**src/rtl/meteor_sprite_scheduler.sv**
```systemverilog
// meteor_sprite_scheduler
//   Shares one sprite ROM/palette between NUM_SLOTS meteor instances. Each
//   pixel it selects the lowest-numbered slot covering the beam, drives the
//   shared ROM address, and carries hit/slot through the ROM's one-cycle read
//   latency. Slot positions are written into shadow registers at any time and
//   copied to the active set only at the frame boundary (DrawX==0, DrawY==480).
//
// Ports
//   vga_clk, reset_n          pixel clock, async active-low reset
//   DrawX, DrawY, blank       beam position, blank=1 in active video
//   wr_en/wr_slot/wr_x/wr_y/wr_on   shadow slot write
//   commit_req                request shadow->active copy at next boundary
//   commit_ack                one-cycle pulse, coincides with frame_tick
//   frame_tick                one-cycle pulse after the boundary cycle
//   rom_address               registered shared ROM address
//   rom_q                     ROM palette index, valid one cycle later
//   sprite_on, sprite_slot    opaque pixel flag / winning slot, aligned to rom_q
module meteor_sprite_scheduler #(
  parameter int NUM_SLOTS       = 4,
  parameter int SPR_W           = 21,
  parameter int SPR_H           = 24,
  parameter int SCALE_SHIFT     = 2,
  parameter int ADDR_W          = 10,
  parameter int IDX_W           = 5,
  parameter int TRANSPARENT_IDX = 0,
  localparam int SW = (NUM_SLOTS > 1) ? $clog2(NUM_SLOTS) : 1
) (
  input  logic              vga_clk,
  input  logic              reset_n,
  input  logic [9:0]        DrawX,
  input  logic [9:0]        DrawY,
  input  logic              blank,
  input  logic              wr_en,
  input  logic [SW-1:0]     wr_slot,
  input  logic [9:0]        wr_x,
  input  logic [9:0]        wr_y,
  input  logic              wr_on,
  input  logic              commit_req,
  output logic              commit_ack,
  output logic              frame_tick,
  output logic [ADDR_W-1:0] rom_address,
  input  logic [IDX_W-1:0]  rom_q,
  output logic              sprite_on,
  output logic [SW-1:0]     sprite_slot
);

  localparam logic [10:0]      FOOT_W = 11'(SPR_W << SCALE_SHIFT);
  localparam logic [10:0]      FOOT_H = 11'(SPR_H << SCALE_SHIFT);
  localparam logic [IDX_W-1:0] TRANSP = IDX_W'(TRANSPARENT_IDX);

  logic [9:0] sh_x_q  [NUM_SLOTS];
  logic [9:0] sh_y_q  [NUM_SLOTS];
  logic       sh_on_q [NUM_SLOTS];
  logic [9:0] act_x_q [NUM_SLOTS];
  logic [9:0] act_y_q [NUM_SLOTS];
  logic       act_on_q[NUM_SLOTS];

  logic pend_q, pend_d;
  logic boundary, do_commit;

  logic [10:0]          dx [NUM_SLOTS];
  logic [10:0]          dy [NUM_SLOTS];
  logic [NUM_SLOTS-1:0] hit_vec;
  logic                 hit_d;
  logic [SW-1:0]        slot_d;
  logic [10:0]          dx_sel, dy_sel;
  logic [ADDR_W-1:0]    addr_d;

  logic              tick_q, ack_q;
  logic [ADDR_W-1:0] rom_address_q;
  logic              hit_p1_q, hit_p2_q;
  logic [SW-1:0]     slot_p1_q, slot_p2_q;

  assign boundary  = (DrawX == 10'd0) && (DrawY == 10'd480);
  // A request arriving in the boundary cycle itself still commits this frame.
  assign do_commit = boundary && (pend_q || commit_req);

  always_comb begin
    pend_d = pend_q;
    if (do_commit)       pend_d = 1'b0;
    else if (commit_req) pend_d = 1'b1;
  end

  // Differences are taken one bit wider than the beam so nothing wraps; the
  // >= terms make the unsigned subtraction meaningful.
  always_comb begin
    for (int i = 0; i < NUM_SLOTS; i++) begin
      dx[i] = {1'b0, DrawX} - {1'b0, act_x_q[i]};
      dy[i] = {1'b0, DrawY} - {1'b0, act_y_q[i]};
      hit_vec[i] = act_on_q[i] && blank &&
                   (DrawX >= act_x_q[i]) && (DrawY >= act_y_q[i]) &&
                   (dx[i] < FOOT_W) && (dy[i] < FOOT_H);
    end
  end

  // Scan from the top so the lowest hitting slot is the last one written.
  always_comb begin
    hit_d  = 1'b0;
    slot_d = '0;
    dx_sel = '0;
    dy_sel = '0;
    for (int i = NUM_SLOTS - 1; i >= 0; i--) begin
      if (hit_vec[i]) begin
        hit_d  = 1'b1;
        slot_d = SW'(i);
        dx_sel = dx[i];
        dy_sel = dy[i];
      end
    end
    addr_d = '0;
    if (hit_d)
      addr_d = ADDR_W'(int'(dy_sel >> SCALE_SHIFT) * SPR_W + int'(dx_sel >> SCALE_SHIFT));
  end

  // Shadow/active slot storage; the copy reads the pre-write shadow.
  always_ff @(posedge vga_clk or negedge reset_n) begin
    if (!reset_n) begin
      for (int i = 0; i < NUM_SLOTS; i++) begin
        sh_x_q[i]   <= '0;
        sh_y_q[i]   <= '0;
        sh_on_q[i]  <= 1'b0;
        act_x_q[i]  <= '0;
        act_y_q[i]  <= '0;
        act_on_q[i] <= 1'b0;
      end
    end else begin
      if (do_commit) begin
        act_x_q  <= sh_x_q;
        act_y_q  <= sh_y_q;
        act_on_q <= sh_on_q;
      end
      if (wr_en) begin
        sh_x_q[wr_slot]  <= wr_x;
        sh_y_q[wr_slot]  <= wr_y;
        sh_on_q[wr_slot] <= wr_on;
      end
    end
  end

  always_ff @(posedge vga_clk or negedge reset_n) begin
    if (!reset_n) begin
      pend_q        <= 1'b0;
      tick_q        <= 1'b0;
      ack_q         <= 1'b0;
      rom_address_q <= '0;
      hit_p1_q      <= 1'b0;
      slot_p1_q     <= '0;
      hit_p2_q      <= 1'b0;
      slot_p2_q     <= '0;
    end else begin
      pend_q        <= pend_d;
      tick_q        <= boundary;
      ack_q         <= do_commit;
      // ---- stage 1: address and hit registered alongside ROM request ----
      rom_address_q <= addr_d;
      hit_p1_q      <= hit_d;
      slot_p1_q     <= slot_d;
      // ---- stage 2: aligned with rom_q returned by the ROM ----
      hit_p2_q      <= hit_p1_q;
      slot_p2_q     <= slot_p1_q;
    end
  end

  assign frame_tick  = tick_q;
  assign commit_ack  = ack_q;
  assign rom_address = rom_address_q;
  assign sprite_on   = hit_p2_q && (rom_q != TRANSP);
  assign sprite_slot = hit_p2_q ? slot_p2_q : '0;

endmodule
```
**config.mk**
```make
export PLATFORM = sky130hd
export DESIGN_NAME = meteor_sprite_scheduler
export DESIGN_NICKNAME = d
export VERILOG_FILES = /design/src/rtl/meteor_sprite_scheduler.sv
export SDC_FILE = /design/constraint.sdc
export NUM_CORES = 1
export LEC_CHECK = 0
export CAP_MARGIN = 5
export CORE_ASPECT_RATIO = 1.5
export CORE_MARGIN = 2
export CORE_UTILIZATION = 45
export CTS_BUF_LIST = sky130_fd_sc_hd__clkbuf_2 sky130_fd_sc_hd__clkbuf_4 sky130_fd_sc_hd__clkbuf_8
export CTS_CLUSTER_SIZE = 30
export DETAILED_ROUTE_END_ITERATION = 16
export SYNTH_ARGS = -nofsm -noshare
export SYNTH_HDL_FRONTEND = slang
export SYNTH_SLANG_ARGS = --single-unit
```
**constraint.sdc**
```tcl
create_clock -name vga_clk -period 8.6 [get_ports vga_clk]
set_input_delay 1.29 -clock vga_clk [delete_from_list [all_inputs] [get_ports vga_clk]]
set_output_delay 1.29 -clock vga_clk [all_outputs]
set_load 0.05 [all_outputs]
```
**Word-level counts from Yosys, hierarchy flattened**

Index checks and enable logic that the tools add are counted.

- Add/subtract/negate cells: 9
- Multipliers: 1
- Order comparisons: 18
- Equality and inequality tests: 1
- Muxes and demuxes: 27
- Bitwise gates (word level): 1
- Reduce and logical (&&, ||, !) cells: 28

Operator list:

| cell | number |
|---|---|
| $lt 11x7->1 const B | 8 |
| $mux 11 | 8 |
| $sub 10x10->11 | 8 |
| $bwmux 40 | 2 |
| $ge 10x10->1 | 8 |
| $logic_and 1x1->1 | 24 |
| $demux 10 s2 | 1 |
| $mux 10 | 2 |
| $add 10x9->10 | 1 |
| $eq 10x9->1 const B | 1 |
| $logic_not 10->1 | 1 |
| $mul 9x5->10 const B | 1 |
| $mux 2 | 5 |
| $mux 1 | 7 |
| $reduce_bool 5->1 | 1 |
| $bwmux 4 | 1 |
| $ge 3x3->1 const B | 1 |
| $lt 3x1->1 const B | 1 |
| $not 2->3 | 1 |
| $demux 1 s2 | 1 |
| $reduce_bool 2->1 | 1 |
| $logic_or 1x1->1 | 1 |

- Flip-flop bits (word level): 187
- Input port bits: 53
- Output and inout port bits: 15
- Logic and storage cells: 117

**Longest topological paths before layout**

- Word-level depth: 12
- Mapped depth: 27
- Gate-level depth less buffers: 24

**Worst setup path after synthesis**

Ideal clock, no wire load.

- Kind: in2reg
- From: in DrawX[3]
- To: reg rom_address_q[9] (netlist: rom_address[9])
- Library setup time: 0.121 ns
- Arrival: 6.194 ns
- Data required time: 8.479 ns
- Setup slack: 2.285 ns
- Cell stages on the path: 26
- Path buffers: 3
- Path through: ha_1 > buf_2 > a211oi_2 > nor2_1 > or4_4 > mux2_4 > a221oi_2 > nand4_1 > buf_6 > buf_8 > nor3_2 > o21ai_1 > a22oi_1 > ha_1 > inv_1 > fa_1 > fa_1 > inv_1 > ha_1 > inv_1 > o21bai_1 > a21oi_1 > o21bai_1 > a21oi_1 > xnor2_1 > nor2_1

- Word-level cells in the longest chain between the ends: 12
- Elaborated cells between the ends (all ways): 43
- Those cells by class: add/sub: 5; mul: 1; order compare: 8; mux: 13; reduce/logical: 16

Ends and longest elaborated chain:

| element | line | RTL |
|---|---|---|
| start: declaration | 30 | `input logic [9:0] DrawX,` |
| parallel branches: the longest is 11 deep, another holds $sub 10x10->11 | - |  |
| $mux 10 * | 111 | `if (hit_d)` |
| via addr_d[9] | 67 | `logic [ADDR_W-1:0] addr_d;` |
| end signal: assignment | 155 | `rom_address_q <= addr_d;` |
| end: declaration | 70 | `logic [ADDR_W-1:0] rom_address_q;` |

Mark *: on every way through the listed nets, which the timed path passes.
A chain may end at the register's enable or synchronous reset.

**Worst setup path in the final report**

- From: in DrawY[3]
- To: reg rom_address_q[9] (netlist: rom_address[9])

- Word-level cells in the longest chain between the ends: 11
- Elaborated cells between the ends (all ways): 39
- Those cells by class: add/sub: 5; mul: 1; order compare: 8; mux: 13; reduce/logical: 12

Ends and longest elaborated chain:

| element | line | RTL |
|---|---|---|
| start: declaration | 31 | `input logic [9:0] DrawY,` |
| parallel branches: the longest is 10 deep, another holds $sub 10x10->11 | - |  |
| $mux 10 * | 111 |  |
| via addr_d[9] | 67 |  |

Marks and branches as above.

==> flow_summary_export.csv <==
group,metric,value,unit
setup_path,r2r-start,"act_y_q[31]",
global_routing,grt_first_pass_wirelength,45.4,mm
place,post-place-ws,0.569,ns
setup_path,cp_num_buf_inv,1,
setup_path,critical_path.startpoint,"DrawY[3]",
timing,final.setup_skew,0.0226,ns
setup_path,worstRegToRegCells,23,
global_routing,met1_usage,26.5,%
global_routing,grt_max_degree,113,
timing,fin_ws,1.05,ns
place,dp_hpwl,21.1,mm
global_routing,antenna_found_initial,0,
setup_path,worstSetupPathType,"in -> reg",
clock_tree,cts_resized,0,
floorplanning,rows,71,
timing,rsz0062_at_grt,"no",
setup_path,r2r-end,"rom_address[9]",
timing,hold_viol_final,0,
floorplanning,io_pins,68,
global_routing,top_usage_layer,"met2",
floorplanning,die_area,26900,µm²
clock_tree,clock_latency,0.50,ns
setup_path,crit_arrival,7.89,ns
synth,netlist.area_leader.share,40.7,%
detailed_routing,drc_errors,0,
setup_path,critical_path.cell_chain,"clkdlybuf4s50_1, ha_1, a21o_1, a21oi_1, o21ai_1, xnor2_1, o2111ai_1, a311o_1, nor4_4, a31oi_1, a22oi_1, ha_1, ha_1, fa_1, ha_1, a21o_1, a21oi_1, o21bai_1, a21oi_1, o21bai_1, a21oi_1, xnor2_1, nor2_1",
detailed_routing,routed_wl,27.9,mm
floorplanning,die_y,200,µm
place,place.port_buffers,67,
detailed_routing,wl_per_cell,17.9,µm
setup_path,cp_max_fo,25,
global_routing,first_global_vias,8598,
setup_path,crit_family,"compound AO/OA/AOI/OAI gates",
clock_tree,cts_root_buffer,"clkbuf_8",
global_routing,grtUsageTotal,22.0,%
setup_path,cp-end-kind,"register",
place,gp_routability_congestion,0.879,
clock_tree,cts_tree,"built",
clock_tree,cts.hold.buffers_added,0,
clock_tree,cts_setup_buffers,0,
synth,synth_edf_count,0,
synth,synth_flop_cell,"dfrtp_1",
power_and_ir_drop,p_leak,6.06,nW
timing,setup-violations-final,0,
synth,synth_seq_cells,187,
clock_tree,cts_buffers,17,
setup_path,cp_slowest_cell,"nor4_4",
place,placedCellCount,1530,
clock_tree,cts.clk_slew.worst_paths,0.11,ns
cells_and_area,nets,1392,
synth,yosysTopAreaCell,"dfrtp_1",
synth,yosysUniqueCellTypes,74,
setup_path,required,8.94,ns
detailed_routing,first_pass_iters,5,
clock_tree,cts_buffer_depth,2,
power_and_ir_drop,vdd_ir_drop_max,0.115,mV
synth,netlist_instances,1159,
cells_and_area,antenna_cells,0,
cells_and_area,final_cells,1563,
synth,yosysWarnings,0,
detailed_routing,num_vias,8607,
floorplanning,die_w,135,µm
clock_tree,clock-sinks,187,
cells_and_area,drive_above_1_share,13.0,%
timing,maxSlewHeadroom,12.1,%
synth,async_flop_share,100,%
detailed_routing,antenna_left,0,
synth,seq_area_frac_synth,40.7,%
global_routing,use_met3,3.69,%
cells_and_area,areaGrowthSynthToFinish,12.6,%
setup_path,startpoint_type,"input port",
timing,final.setup.tns,0,ns
timing,finalMaxSlewViolations,0,
cells_and_area,fill_cells,2331,
setup_path,cp-endpoint,"rom_address[9]",
synth,synth_area_leaders,"dfrtp_1, ha_1, mux2_2, o21ai_0, inv_1",
setup_path,slowest_delay,1.10,ns
timing,layout_min_cycle_time,7.55,ns
detailed_routing,via_per_inst,5.51,
timing,fmax,132,MHz
power_and_ir_drop,power_density,146,nW/µm²
job,max-cap-violations,0,
floorplanning,start_util,45.8,%
timing,period_share,87.8,%
run_status,status,"finished, final reports clean",
synth,synth_area,11500,µm²
timing,tightest_slew,1.31,ns
worst_hold_path,min_path_type,"reg -> reg",
global_routing,use_met2,39.4,%
synth,syn_avg_cell_area,9.92,µm²
floorplanning,core,25100,µm²
setup_path,r2r_slack,2.08,ns
timing,holdWs,0.374,ns
setup_path,worst-path-stages,23,
detailed_routing,dr.first_iter.drc_count,553,
power_and_ir_drop,power.total,1.89,mW
global_routing,grt-ovfl-total,0,
clock_tree,htree_levels,4,
-- cells in the mapped netlist, types with 3 or more instances --
cell	n
fa_1	11
buf_2	4
a22o_1	5
nor2_1	54
inv_1	114
xnor2_1	21
o22ai_1	3
o211ai_1	10
o21ai_0	107
mux2i_1	5
nor4_1	8
nor3b_1	4
xor2_1	20
or3_1	12
and2_1	4
o2111ai_1	3
or2_2	4
o31ai_1	3
nand2b_1	4
o21a_1	11
ha_1	106
mux2_2	98
nor2b_1	22
nor3_1	19
a21oi_1	53
a211o_1	3
a21o_1	11
nand2_1	104
nand3_1	10
a31oi_1	12
clkbuf_1	31
nand3b_1	6
nor3_2	3
buf_1	3
a21boi_0	3
a211oi_1	11
o21bai_1	4
dfrtp_1	187
or4_1	3
a22oi_1	10
o2111a_1	3
nor4b_1	6
o21ai_1	5
-- per-layer routing --
metal,part of all wire [%],up-vias,wire length (µm)
li1,-,4188,-
met1,43,4217,12000
met2,51,157,14300
met3,2.9,45,802
met4,3.1,0,864
met5,0,-,0
-- state kept, by name (all words and copies together), names as in the netlist --
register	cells
hit_p1_q	1
slot_p1_q	2
slot_p2_q	2
sh_x_q	40
act_on_q	4
act_x_q	40
act_y_q	40
sh_on_q	4
pend_q	1
hit_p2_q	1
rom_address	10
frame_tick	1
commit_ack	1
sh_y_q	40
-- worst reg2reg max path: stages, from the launching register on --
cell and delay [ns]:
dfrtp_1 0.37, inv_1 0.09, ha_1 0.22, nor2b_1 0.14
nor2_1 0.22, o21ai_1 0.18, xnor2_1 0.41, o2111ai_1 0.19
a311o_1 0.38, nor4_4 1.10, a31oi_1 0.19, a22oi_1 0.30
ha_1 0.28, ha_1 0.31, fa_1 0.54, ha_1 0.32
a21o_1 0.15, a21oi_1 0.23, o21bai_1 0.10, a21oi_1 0.22
o21bai_1 0.09, a21oi_1 0.17, xnor2_1 0.13, nor2_1 0.05
-- layout by cell type, fill, tap and decap left out, types with 5 or more instances in the layout --
cell	Yosys	layout
mux2i_1	5	5
xor2_1	20	20
or3_1	12	12
a21o_1	11	11
o21ai_1	5	5
o211ai_1	10	10
clkdlybuf4s50_1	0	66
o21ai_0	107	107
mux2_2	98	98
a22o_1	5	5
nor4_1	8	7
o21a_1	11	11
nand2_1	104	104
nand3_1	10	9
conb_1	1	10
fa_1	11	11
a21oi_1	53	53
nor2_1	54	54
nor3_1	19	19
nand3b_1	6	6
buf_4	0	8
ha_1	106	106
nor4b_1	6	6
a31oi_1	12	12
xnor2_1	21	21
a22oi_1	10	10
dfrtp_1	187	187
nor2b_1	22	22
a211oi_1	11	11
clkbuf_8	0	20
inv_1	114	114
-- where the power goes --
| part | switching [mW] | internal, mW |
|---|---|---|
| clock | 0.335 | 0.314 |
| combinational | 0.124 | 0.128 |
| sequential | 0.0354 | 0.953 |
| total | 0.494 | 1.39 |
-- how the worst min path moves through the flow --
| stage | start | to | slack, ns | cells past startpoint |
|---|---|---|---|---|
| after floorplan | hit_p1_q | hit_p2_q | 0.33 | 0 |
| after global placement | hit_p1_q | hit_p2_q | 0.33 | 0 |
| after detailed placement | hit_p1_q | hit_p2_q | 0.34 | 0 |
| after CTS | hit_p1_q | hit_p2_q | 0.37 | 0 |
| after global routing | slot_p1_q[1] | slot_p2_q[1] | 0.39 | 0 |
| final | hit_p1_q | hit_p2_q | 0.37 | 0 |
-- stage by stage --
stage | instance area, µm² | util, %
2_1_floorplan | 11500 | -
3_3_place_gp | 12500 | 49.8
3_5_place_dp | 12500 | 49.8
4_1_cts | 12900 | 51.5
5_1_grt | 12900 | 51.5
6_report | 12900 | 51.5
-- final cells by class --
cell class / instances / area, µm² / area share [%]
clock buffers: 21 / 277 / 2.14
clock inverters: 11 / 156 / 1.21
inverters: 114 / 428 / 3.30
multi-input cells: 826 / 6260 / 48.3
flip-flops and latches: 187 / 4680 / 36.1
well taps: 328 / 410 / 3.17
repair buffers: 76 / 739 / 5.71
-- cell families (layout without fill, tap and decap cells) --
kind of cell               Yosys count  count (layout)  synth area share [%]
muxes                              104             104                  10.2
xor gates and xnor gates            41              41                  3.12
buffers and inverters              155             222                  5.33
adders and majority gates          117             117                  13.4
AOI/OAI and AO/OA                  281             281                  15.4
DFF                                187             187                  40.7
and+or+nand+nor                    273             273                  11.8
other                                1              10                0.0326
Power figures use the tool's default switching activity.
